$ cat src/rtl/manual_loader_if.sv
// manual_loader_if: key, switch and memory-write signals of the manual word loader
interface manual_loader_if #(parameter int ADDR_WIDTH = 13);
  logic data_key;
  logic addr_key;
  logic [15:0] data;
  logic wr_ack;
  logic wr_en;
  logic [ADDR_WIDTH-1:0] addr;
  logic [31:0] wr_data;
  logic [1:0] state;
  logic [15:0] count;
  modport master(input data_key, addr_key, data, wr_ack, output wr_en, addr, wr_data, state, count);
  modport slave(output data_key, addr_key, data, wr_ack, input wr_en, addr, wr_data, state, count);
endinterface

$ cat src/rtl/manual_loader.sv
// manual_loader: debounced push-buttons assemble 32-bit words from 16-bit switches and write them to memory
module manual_loader #(
  parameter int ADDR_WIDTH = 13,
  parameter int DEBOUNCE_CYCLES = 500000
) (
  input logic clk,
  input logic rst,
  manual_loader_if.master bus
);
  localparam int CW = $clog2(DEBOUNCE_CYCLES + 1);
  typedef enum logic [1:0] {S_LO = 2'd0, S_HI = 2'd1, S_WR = 2'd2} state_t;
  state_t state, state_n;
  logic [1:0] raw, meta, sync, level, ev;
  logic [CW-1:0] cnt [2];
  logic [ADDR_WIDTH-1:0] addr;
  logic [31:0] wr_data;
  logic [15:0] count;
  assign raw = {bus.addr_key, bus.data_key};
  always_ff @(posedge clk) begin
    if (rst) begin
      meta <= '1;
      sync <= '1;
    end else begin
      meta <= raw;
      sync <= meta;
    end
  end
  // bit 0 is the data key, bit 1 the address key; ev pulses once per accepted press
  always_ff @(posedge clk) begin
    for (int k = 0; k < 2; k++) begin
      if (rst) begin
        cnt[k] <= '0;
        level[k] <= 1'b1;
        ev[k] <= 1'b0;
      end else begin
        ev[k] <= 1'b0;
        if (sync[k] == level[k]) cnt[k] <= '0;
        else if (cnt[k] == CW'(DEBOUNCE_CYCLES - 1)) begin
          cnt[k] <= '0;
          level[k] <= sync[k];
          ev[k] <= ~sync[k];
        end else cnt[k] <= cnt[k] + 1'b1;
      end
    end
  end
  always_ff @(posedge clk) state <= rst ? S_LO : state_n;
  always_comb begin
    state_n = state;
    state_n = (state == S_LO && ev[0]) ? S_HI :
              (state == S_HI && ev[0]) ? S_WR :
              (state == S_WR && bus.wr_ack) ? S_LO : state;
  end
  always_ff @(posedge clk) begin
    if (rst) begin
      addr <= '0;
      wr_data <= '0;
      count <= '0;
    end else begin
      if (state == S_LO && ev[0]) wr_data[15:0] <= bus.data;
      if (state == S_LO && ev[1] && !ev[0]) addr <= ADDR_WIDTH'(bus.data);
      if (state == S_HI && ev[0]) wr_data[31:16] <= bus.data;
      if (state == S_WR && bus.wr_ack) begin
        addr <= addr + 1'b1;
        count <= count + 1'b1;
      end
    end
  end
  assign bus.wr_en = (state == S_WR);
  assign bus.state = state;
  assign bus.addr = addr;
  assign bus.wr_data = wr_data;
  assign bus.count = count;
endmodule

$ cat src/flat_wrapper.sv
// flat-port wrapper written by rule: the top's interface ports become plain ports
module manual_loader_flat 
#(
  parameter int ADDR_WIDTH = 13,
  parameter int DEBOUNCE_CYCLES = 500000
)
  (clk, rst, bus_data_key, bus_addr_key, bus_data, bus_wr_ack, bus_wr_en, bus_addr, bus_wr_data, bus_state, bus_count);
  manual_loader_if #(.ADDR_WIDTH(ADDR_WIDTH)) bus_i ();
  input logic clk;
  input logic rst;
  input wire logic [$bits(bus_i.data_key)-1:0] bus_data_key;
  input wire logic [$bits(bus_i.addr_key)-1:0] bus_addr_key;
  input wire logic [$bits(bus_i.data)-1:0] bus_data;
  input wire logic [$bits(bus_i.wr_ack)-1:0] bus_wr_ack;
  output wire logic [$bits(bus_i.wr_en)-1:0] bus_wr_en;
  output wire logic [$bits(bus_i.addr)-1:0] bus_addr;
  output wire logic [$bits(bus_i.wr_data)-1:0] bus_wr_data;
  output wire logic [$bits(bus_i.state)-1:0] bus_state;
  output wire logic [$bits(bus_i.count)-1:0] bus_count;
  assign bus_i.data_key = bus_data_key;
  assign bus_i.addr_key = bus_addr_key;
  assign bus_i.data = bus_data;
  assign bus_i.wr_ack = bus_wr_ack;
  assign bus_wr_en = bus_i.wr_en;
  assign bus_addr = bus_i.addr;
  assign bus_wr_data = bus_i.wr_data;
  assign bus_state = bus_i.state;
  assign bus_count = bus_i.count;
  manual_loader #(.ADDR_WIDTH(ADDR_WIDTH), .DEBOUNCE_CYCLES(DEBOUNCE_CYCLES)) u_core (.clk(clk), .rst(rst), .bus(bus_i));
endmodule
$ cat config.mk
export PLATFORM = sky130hd
export DESIGN_NAME = manual_loader_flat
export DESIGN_NICKNAME = d
export VERILOG_FILES = /design/src/rtl/manual_loader_if.sv /design/src/rtl/manual_loader.sv /design/src/flat_wrapper.sv
export SDC_FILE = /design/constraint.sdc
export NUM_CORES = 1
export LEC_CHECK = 0
export ABC_AREA = 1
export CORE_UTILIZATION = 55
export CTS_CLUSTER_SIZE = 8
export DETAILED_ROUTE_END_ITERATION = 12
export HOLD_SLACK_MARGIN = 0.03
export PLACE_DENSITY = 0.82
export REMOVE_ABC_BUFFERS = 1
export SLEW_MARGIN = 30
export SYNTH_ARGS = -nofsm -noshare
export SYNTH_HDL_FRONTEND = slang
export SYNTH_SLANG_ARGS = --single-unit
$ cat constraint.sdc
create_clock -name clk -period 2.5 [get_ports clk]
set_input_delay 0.25 -clock clk [delete_from_list [all_inputs] [get_ports clk]]
set_output_delay 0.25 -clock clk [all_outputs]
set_load 0.05 [all_outputs]
======== After elaboration in Yosys (flattened, before gate mapping) ========
Memory sizes are Yosys's and may differ from the RTL's.
Cells that the tools add are included.
operators by class
  reduce and logical (&&, ||, !) cells .... 15
  add/subtract/negate cells ............... 4
  bitwise logic cells ..................... 12
  muxes and demuxes ....................... 35
  equality and inequality tests ........... 6
operators by type and width
  operator                 number
  $mux W19                 6
  $add A19 B1 Y19 const B  2
  $eq A19 B19 Y1 const B   2
  $mux W13                 2
  $mux W1                  25
  $add A16 B1 Y16 const B  1
  $add A13 B1 Y13 const B  1
  $not A1 Y1               6
  $or A1 B1 Y1             6
  $reduce_or A3 Y1         2
  $logic_and A1 B1 Y1      5
  $mux W2                  2
  $reduce_and A2 Y1        2
  $reduce_bool A2 Y1       2
  $reduce_bool A3 Y1       1
  $eq A1 B1 Y1             2
  $eq A2 B1 Y1 const B     1
  $eq A2 B2 Y1 const B     1
  $logic_not A2 Y1         1
  $reduce_or A2 Y1         1
  $logic_not A1 Y1         1
word-level totals
  bits in registers ....................... 71
  word-level logic and storage cells ...... 85
  memories ................................ 1
  bits in writable memories ............... 38
  input port bits ......................... 21
memories
  memory      depth  width  rd ports  clocked after memory_dff  write ports  line                 text
  u_core.cnt  2      19     2         0                         2            manual_loader.sv:14  logic [CW-1:0] cnt [2];

======== Longest topological paths before layout ========
Gate-level depths: netlist of the first run.
An unclocked memory read counts as a cell.
  depth after elaboration ................. 8
  mapped depth ............................ 10
  gate-level depth less buffers ........... 9

======== Least setup slack after synthesis of the first run ========
Ideal clock, no wire load.
  path type ............................... reg2reg
  from .................................... reg u_core.count[1], in the netlist u_core.bus.count[1]
  to ...................................... reg u_core.count[12], in the netlist u_core.bus.count[12]
  cell stages (with the launch flop) ...... 9
  slack ................................... 0.738 ns
  path buffers ............................ 0
  required time ........................... 2.384 ns
  arrival time ............................ 1.646 ns
  path through ............................ dfxtp_1 > ha_1 > nand3_1 > nor2_4 > nand2_1 > nor2_1 > nand2_1 > o21ai_0 > nor2_1
on the way
  longest elaborated chain between the ends .. 1
ends and longest elaborated chain
  what                      line                 text
  start: declaration        manual_loader.sv:17  logic [15:0] count;
  start signal: assignment  manual_loader.sv:64  count <= count + 1'b1;
  $add A16 B1 Y16           manual_loader.sv:64
Every way passes these cells.
A chain may end at the register's enable or synchronous reset.

======== Final worst setup path of the first run ========
  from .................................... reg u_core.state[1], in the netlist u_core.bus.state[1]
  to ...................................... out bus_wr_en
on the way
  longest elaborated chain between the ends .. 1
ends and longest elaborated chain
  what                      line                 text
  start: declaration        manual_loader.sv:12  state_t state, state_n;
  start signal: assignment  manual_loader.sv:46  always_ff @(posedge clk) state <= rst ? S_LO : state_n;
  $eq A2 B2 Y1              manual_loader.sv:68  assign bus.wr_en = (state == S_WR);
  end: declaration          flat_wrapper.sv:15   output wire logic [$bits(bus_i.wr_en)-1:0] bus_wr_en;
Every way passes these cells.

==> PnR_summary.wiki, run 1 <==
{| class="wikitable"
! Metric !! Value
|-
| Cell area after layout || 6640 um^2
|-
| Largest vdd supply drop || 0.333 mV
|-
| Layout cells sized above 1 || 4.90%
|-
| Upper clock frequency limit || 461 MHz
|-
| Die area || 10100 um^2
|-
| WHS Endpoint || u_core.sync[1]
|-
| Die height || around 100 um
|-
| Vias || 4988
|-
| Number of setup buffers added after CTS || 0
|-
| Clock slew at the register clock pins of the worst setup and hold paths || ~0.1 ns
|-
| Setup Total Neg Slack || 0 ns
|-
| Worst clock skew on the final layout || 0.00909 ns
|-
| Slew of the pin with the lowest slew margin || between 0.7 and 0.8 ns
|-
| Data required time at the worst endpoint || 2.25 ns
|-
| RSZ-0062 raised after global routing || false
|-
| Max-slew violation count || 0
|-
| Clock root buffer || sky130_fd_sc_hd__clkbuf_8
|-
| Worst-case headroom to the max-slew limit || 49.1%
|-
| First-pass GRT wire length || roughly 21000 um
|-
| Clock latency of the later-clocked register in the worst-skew pair || roughly 0.38 ns
|-
| Flip-flop and latch count after synthesis || 109
|-
| Distinct cells, synth || 35
|-
| Via/cell ratio || around 5.2
|-
| Area added between synthesis and finish || 24.2%
|-
| Clk sink count || around 110
|-
| Total area of multi-input combinational cells || 2540 um^2
|-
| Pwr/cell area || 459 nW/um^2
|-
| Cell row count || 35
|-
| Initial detailed-routing violation count || 160
|-
| Slowest stage cell, crit path || sky130_fd_sc_hd__clkdlybuf4s50_1
|-
| Sum of overflow across all layers after global routing || 0
|-
| Post-placement cell count || 950
|-
| Outcome || complete, no violations
|-
| Detail Route Antenna Nets || 0
|-
| Ports placed on the boundary || 85
|-
| Largest net degree at the start of global routing || 50
|-
| Via count of the first global-routing pass || 4786
|-
| Final Wtd Congestion || roughly 0.9
|-
| Effective utilization at floorplan || 57.3%
|-
| Non-filler instance count after layout || 965
|-
| CTS tree || built
|-
| Cell depth of the worst hold path || 1
|-
| Worst setup SP type || flip-flop
|-
| Worst slack, placed || 0.548 ns
|-
| Critical path type || reg -> out
|-
| Reported max-cap violation count || 0
|-
| Sequential fraction of the synthesis area || 47.9%
|-
| Highest fanout seen on the critical path || 5
|-
| Worst reg2reg path endpoint || u_core.cnt[1][15]
|-
| Total setup violations reported at the end of the flow || 0
|-
| Hold-fix buffers, CTS || 0
|-
| # fillers || 811
|-
| Mean instance size in the synthesized netlist || ~7.5 um^2
|-
| Area of the placeable core || slightly above 9000 um^2
|-
| Reg2reg setup slack || 0.61 ns
|-
| Capturing element type of the critical path || output port
|-
| Wirelength per Cell || 12.7 um
|-
| Endpoints failing hold || 0
|-
| Post-cts sizing count || 0
|-
| Routed wire length || 12300 um
|-
| Initial antenna violation count || 0
|-
| YS warnings || 0
|-
| Count of input and output buffers || 84
|-
| Post-detailed-placement cell area || 6460 um^2
|-
| Final Critical Period || 2.17 ns
|-
| Post-layout net count || 857
|-
| Worst min-delay path category || reg -> reg
|-
| Fin worst setup slack || 0.332 ns
|-
| Die X-Extent || around 100 um
|-
| Lkg Pwr || 2.52 nW
|-
| Final antenna diode count || 0
|-
| Final Cycle Share || 86.7%
|-
| Reg2reg start || u_core.cnt[1][0]
|-
| Number of cells on the worst reg-to-reg path || 8
|-
| Number of CTS-inserted buffers || 9
|-
| Area used by sequential logic in the layout || 2560 um^2
|-
| Arrival time of data at the critical path endpoint || 1.92 ns
|-
| H-Tree Level Count || 3
|-
| Number of iterations in the first detailed-routing pass || 5
|-
| Worst stage delay on the critical path || 0.82 ns
|-
| Cell Area, Synth || about 5300 um^2
|-
| Gate Count Post-Synth || just over 700
|-
| Placed wire-length estimate || 9040 um
|-
| Global-route total usage across every layer || between 20 and 30%
|-
| # DRC || 0
|-
| Sequence of cells on the critical path || inv_1, nor2_1, clkdlybuf4s50_1
|-
| Longest Clk Path Bufs || 2
|-
| Startpoint of the tightest hold check path || u_core.meta[1]
|}
[worst max-delay path, delay by kind of cell (launching register included)]
kind	cells	cell delay, ns
buffers and inverters	2	0.95
and+or+nand+nor	1	0.13
DFF	1	0.47
[cell usage in the layout (no fill, tap or decap), drive strengths merged, types with 38 or more instances in the layout]
| cell type | count |
|---|---|
| conb | 38 |
| o21ai | 59 |
| clkdlybuf4s50 | 84 |
| edfxtp | 38 |
| nand2 | 156 |
| nor2 | 114 |
| dfxtp | 71 |
| nand3 | 38 |
| a21oi | 61 |
| inv | 83 |
[registers in the layout, indices dropped and copies added, names as in the netlist]
name	cells
u_core.cnt	38
u_core.bus.wr_data	32
u_core.bus.count	16
u_core.bus.addr	13
u_core.bus.state	2
u_core.ev	2
u_core.level	2
u_core.meta	2
u_core.sync	2
[logic make-up (layout without fill, tap and decap cells)]
| group | after synthesis | in the layout | share of synthesized area, % |
|---|---|---|---|
| buffers and inverters | 99 | 187 | 7.25 |
| adders and majority gates | 4 | 4 | 0.936 |
| other | 1 | 38 | 0.0701 |
| AOI/OAI and AO/OA | 125 | 125 | 12.0 |
| xor gates and xnor gates | 14 | 14 | 2.29 |
| DFF | 109 | 109 | 47.9 |
| and+or+nand+nor | 359 | 359 | 29.6 |
[layer usage]
layer / share of wire [%] / track usage (%)
met1: 44 / 31.5
met2: 48 / 44.0
met3: 6.9 / 6.87
met4: 1.5 / 8.25
met5: 0 / 0
[synthesized netlist by cell type (all sizes together)]
cell type / instances / share of area (%)
o31ai: 1 / 0.14
edfxtp: 38 / 21
xor2: 8 / 1.3
ha: 4 / 0.94
o21ai: 59 / 5.5
nand2: 156 / 11
inv: 81 / 5.7
nor2: 114 / 8.6
or2: 7 / 0.82
a31oi: 1 / 0.12
xnor2: 6 / 0.98
and3: 1 / 0.12
nor3b: 6 / 0.84
nor4: 2 / 0.23
o221ai: 2 / 0.33
nand3b: 4 / 0.56
buf: 10 / 1.0
conb: 1 / 0.070
nand4: 16 / 1.9
clkbuf: 8 / 0.56
nor3: 14 / 1.6
nand3: 38 / 3.7
and2: 1 / 0.12
a211oi: 1 / 0.14
a21oi: 61 / 5.7
dfxtp: 71 / 27
[power by group]
part	leakage (nW)	total [mW]	internal, mW	switching [mW]
registers	0.965	1.89	1.86	0.0283
logic	1.46	0.141	0.0582	0.0826
clock network	0.0923	1.02	0.418	0.601
total	2.52	3.05	2.34	0.712
[stage by stage]
step | hold WS (ns) | utilization, % | power [mW]
after global placement | 0.396 | 69.2 | 2.06
after CTS | 0.411 | 71.2 | 3.06
final | 0.411 | 71.2 | 3.05
after global routing | 0.426 | 71.2 | 3.15
after floorplan | 0.319 | - | 2.00
after detailed placement | 0.394 | 69.2 | 2.07
[layout make-up]
cell class | count | share of cell area [%]
clock buffer | 11 | 2.28
clock inverter | 4 | 0.471
inverter | 81 | 4.58
multi-input combinational | 540 | 38.2
sequential | 109 | 38.6
tap | 129 | 2.43
timing repair buffer | 91 | 13.5
[worst max path at each step]
stage,startpoint,end,slack (ns)
6_report,u_core.bus.state[1],bus_wr_en,0.33
5_1_grt,u_core.bus.state[1],bus_wr_en,0.30
4_1_cts,u_core.bus.state[1],bus_wr_en,0.36
3_5_place_dp,bus_wr_ack,u_core.bus.count[13],0.55
3_3_place_gp,bus_wr_ack,u_core.bus.count[13],0.58
2_1_floorplan,u_core.bus.state[0],u_core.bus.addr[5],0.46
No activity file was read; power rests on OpenSTA's default activity.
==> inputs of run 2 (changes only) <==
--- a/config.mk
+++ b/config.mk
@@ -7,7 +7,6 @@
 export LEC_CHECK = 0
 export ABC_AREA = 1
 export CORE_UTILIZATION = 55
-export CTS_CLUSTER_SIZE = 8
 export DETAILED_ROUTE_END_ITERATION = 12
 export HOLD_SLACK_MARGIN = 0.03
 export PLACE_DENSITY = 0.82
==> results of run 2 <==
Same layout as run 1: the final DEF is identical, and so are final timing and power.
==> inputs of run 3 (changes only) <==
--- a/config.mk
+++ b/config.mk
@@ -6,10 +6,11 @@
 export NUM_CORES = 1
 export LEC_CHECK = 0
 export ABC_AREA = 1
-export CORE_UTILIZATION = 55
+export CORE_ASPECT_RATIO = 0.6
+export CORE_UTILIZATION = 49
 export DETAILED_ROUTE_END_ITERATION = 12
 export HOLD_SLACK_MARGIN = 0.03
-export PLACE_DENSITY = 0.82
+export PLACE_DENSITY = 0.77
 export REMOVE_ABC_BUFFERS = 1
 export SLEW_MARGIN = 30
 export SYNTH_ARGS = -nofsm -noshare
==> constraint.sdc (replaced) <==
create_clock -name clk -period 1.8 [get_ports clk]
set_input_delay 0.18 -clock clk [delete_from_list [all_inputs] [get_ports clk]]
set_output_delay 0.18 -clock clk [all_outputs]
set_load 0.05 [all_outputs]
==> run 3 against run 2 <==
Against the previous run: critical path depth decreased by 2; sequential power increased by 39%; via count increased by 2.2%; die area increased by 12%; cell count increased by 2.3%; worst hold slack got worse by 0.014 ns; clock-buffer cell count decreased by 1; critical endpoint is now bus_count[0].
==> PnR_summary.wiki, run 3 (synthesized netlist as in run 1, its figures left out) <==
{| class="wikitable"
! Metric !! Value
|-
| Outcome || complete, no violations
|-
| Max-slew violation count || 0 (unchanged)
|-
| Lkg Pwr || 2.86 nW (+13%)
|-
| Startpoint of the tightest hold check path || bus_data_key
|-
| Largest net degree at the start of global routing || 27 (-46%)
|-
| Area of the placeable core || 10600 um^2 (+14%)
|-
| Post-layout net count || 868 (+1.3%)
|-
| Effective utilization at floorplan || 50.5% (-6.9 points)
|-
| Sum of overflow across all layers after global routing || 0 (unchanged)
|-
| Highest fanout seen on the critical path || 4 (-1)
|-
| Worst-case headroom to the max-slew limit || 63.9% (+15 points)
|-
| # fillers || 881 (+8.6%)
|-
| CTS tree || built
|-
| Area added between synthesis and finish || 28.9%
|-
| Reported max-cap violation count || 0 (unchanged)
|-
| # DRC || 0 (unchanged)
|-
| Final antenna diode count || 0 (unchanged)
|-
| Initial detailed-routing violation count || 501 (+210%)
|-
| Global-route total usage across every layer || 24.6% (-1.0 points)
|-
| Number of setup buffers added after CTS || 0 (unchanged)
|-
| Final Cycle Share || a little over nine tenths
|-
| Number of cells on the worst reg-to-reg path || 8 (unchanged)
|-
| Final Critical Period || 1.74 ns
|-
| Crit path buf inv count || 1 (-1)
|-
| Number of iterations in the first detailed-routing pass || 5 (unchanged)
|-
| Post-detailed-placement cell area || 6580 um^2 (+1.8%)
|-
| Cell area after layout || 6890 um^2 (+3.8%)
|-
| Critical path type || reg -> out
|-
| Fin worst setup slack || 0.0596 ns (-0.273 ns)
|-
| Slowest stage cell, crit path || sky130_fd_sc_hd__clkdlybuf4s50_1
|-
| Via/cell ratio || 5.17 (about the same)
|-
| Number of CTS-inserted buffers || 9 (unchanged)
|-
| Largest vdd supply drop || 0.459 mV (+38%)
|-
| Worst clock skew on the final layout || 0.00739 ns (-0.00170 ns)
|-
| Vias || 5099 (+2.2%)
|-
| Worst min-delay path category || in -> reg
|-
| Upper clock frequency limit || 575 MHz
|-
| Ports placed on the boundary || 85 (unchanged)
|-
| Commonest non-fill, non-tap cell in the layout || sky130_fd_sc_hd__nand2_1
|-
| Clk sink count || 109 (unchanged)
|-
| Reg2reg start || u_core.cnt[1][3]
|-
| Highest-count cells in the layout ignoring fill and taps || 153 x sky130_fd_sc_hd__nand2_1, 107 x sky130_fd_sc_hd__nor2_1, 81 x sky130_fd_sc_hd__inv_1
|-
| Die height || 82.9 um (-18%)
|-
| Largest register FFs || 38 (unchanged)
|-
| Detail Route Antenna Nets || 0 (unchanged)
|-
| WHS Endpoint || u_core.meta[0]
|-
| H-Tree Level Count || 3 (unchanged)
|-
| Register containing the most flip-flops in the final layout || u_core.cnt
|-
| Initial antenna violation count || 0 (unchanged)
|-
| Pwr/cell area || 693 nW/um^2 (+51%)
|-
| Sequence of cells on the critical path || clkdlybuf4s50_1
|-
| Worst reg2reg path endpoint || u_core.cnt[1][15]
|-
| Layout cells sized above 1 || 6.96% (+2.1 points)
|-
| Regs by FF count || u_core.cnt: 38 flops, u_core.bus.wr_data: 32 flops, u_core.bus.count: 16 flops
|-
| Via count of the first global-routing pass || 4779 (-0.15%)
|-
| Kind of cell adding the most delay to the critical path || buffers and inverters
|-
| Die area || 11300 um^2 (+12%)
|-
| Die X-Extent || 137 um (+36%)
|-
| Clock latency of the later-clocked register in the worst-skew pair || 0.34 ns (-0.04 ns)
|-
| Slew of the pin with the lowest slew margin || 0.540 ns (-0.222 ns)
|-
| Placed wire-length estimate || 9830 um (+8.6%)
|-
| Worst stage delay on the critical path || 0.83 ns (about the same)
|-
| Count of input and output buffers || 84 (unchanged)
|-
| Cell depth of the worst hold path || 2 (+1)
|-
| Cell row count || 29 (-17%)
|-
| First-pass GRT wire length || 22300 um (+6.8%)
|-
| Arrival time of data at the critical path endpoint || 1.56 ns (-0.36 ns)
|-
| Worst slack, placed || 0.0914 ns (-0.457 ns)
|-
| Setup Total Neg Slack || 0 ns (unchanged)
|-
| Worst setup SP type || flip-flop
|-
| Wirelength per Cell || 13.5 um (+6.3%)
|-
| Capturing element type of the critical path || output port
|-
| Longest Clk Path Bufs || 2 (unchanged)
|-
| Clock root buffer || sky130_fd_sc_hd__clkbuf_16
|-
| Endpoints failing hold || 0 (unchanged)
|-
| RSZ-0062 raised after global routing || false
|-
| Final Wtd Congestion || 0.988 (+6.9%)
|-
| Reg2reg setup slack || 0.10 ns (-0.51 ns)
|-
| Data required time at the worst endpoint || 1.62 ns (-0.63 ns)
|-
| Clock slew at the register clock pins of the worst setup and hold paths || 0.07 ns (-0.03 ns)
|-
| Total setup violations reported at the end of the flow || 0 (unchanged)
|-
| Routed wire length || 13400 um (+8.8%)
|}
[run 3: repair_timing]
item / in CTS / in global routing
hold buffers: 0 / 0
pin swaps: 0 / 0
resized for setup: 5 / 12
endpoints found under the hold margin: 0 / 0
setup endpoints to repair: 5 / 28
[run 3: layout make-up]
type / instances / area (um^2) / share of cell area, %
clock inverter: 6 / 42.5 / 0.617
timing repair buffer: 102 / 1020 / 14.8
sequential: 109 / 2560 / 37.2
inverter: 81 / 304 / 4.41
multi-input combinational: 540 / 2540 / 36.9
tap: 139 / 174 / 2.52
clock buffer: 10 / 250 / 3.63
[run 3: worst max-delay path by stage]
stage / start / to / slack, ns / cells past startpoint
global route: u_core.bus.count[7] / bus_count[7] / 0.002 / 1
CTS: u_core.bus.addr[3] / bus_addr[3] / 0.005 / 1
floorplan: u_core.bus.state[0] / u_core.bus.addr[5] / -0.24 / 6
finish: u_core.bus.count[0] / bus_count[0] / 0.06 / 1
detailed placement: u_core.cnt[1][1] / u_core.cnt[1][5] / 0.09 / 7
global placement: bus_wr_ack / u_core.bus.count[12] / 0.18 / 9
[run 3: report_power, final]
group          switching, mW  internal (mW)  leakage [nW]
clock network          0.911           1.03         0.144
registers             0.0388           2.58         0.965
logic                  0.124         0.0887          1.75
total                   1.07           3.70          2.86
[run 3: routing by layer]
| layer | up-vias | global-route usage [%] | part of all wire, % |
|---|---|---|---|
| met4 | 0 | 4.00 | 0.60 |
| met3 | 8 | 8.00 | 8.7 |
| met2 | 186 | 39.3 | 44 |
| met5 | - | 0 | 0 |
| li1 | 2560 | - | - |
| met1 | 2345 | 33.0 | 46 |
[run 3: stage by stage]
step           utilization, %  hold WS, ns  instances  power, mW
3_3_place_gp             62.1        0.398        971       2.88
5_1_grt                  65.0        0.400        987       4.94
3_5_place_dp             62.1        0.397        971       2.88
4_1_cts                  64.8        0.388        987       4.80
2_1_floorplan               -        0.249        730       2.78
6_report                 65.0        0.397        987       4.78
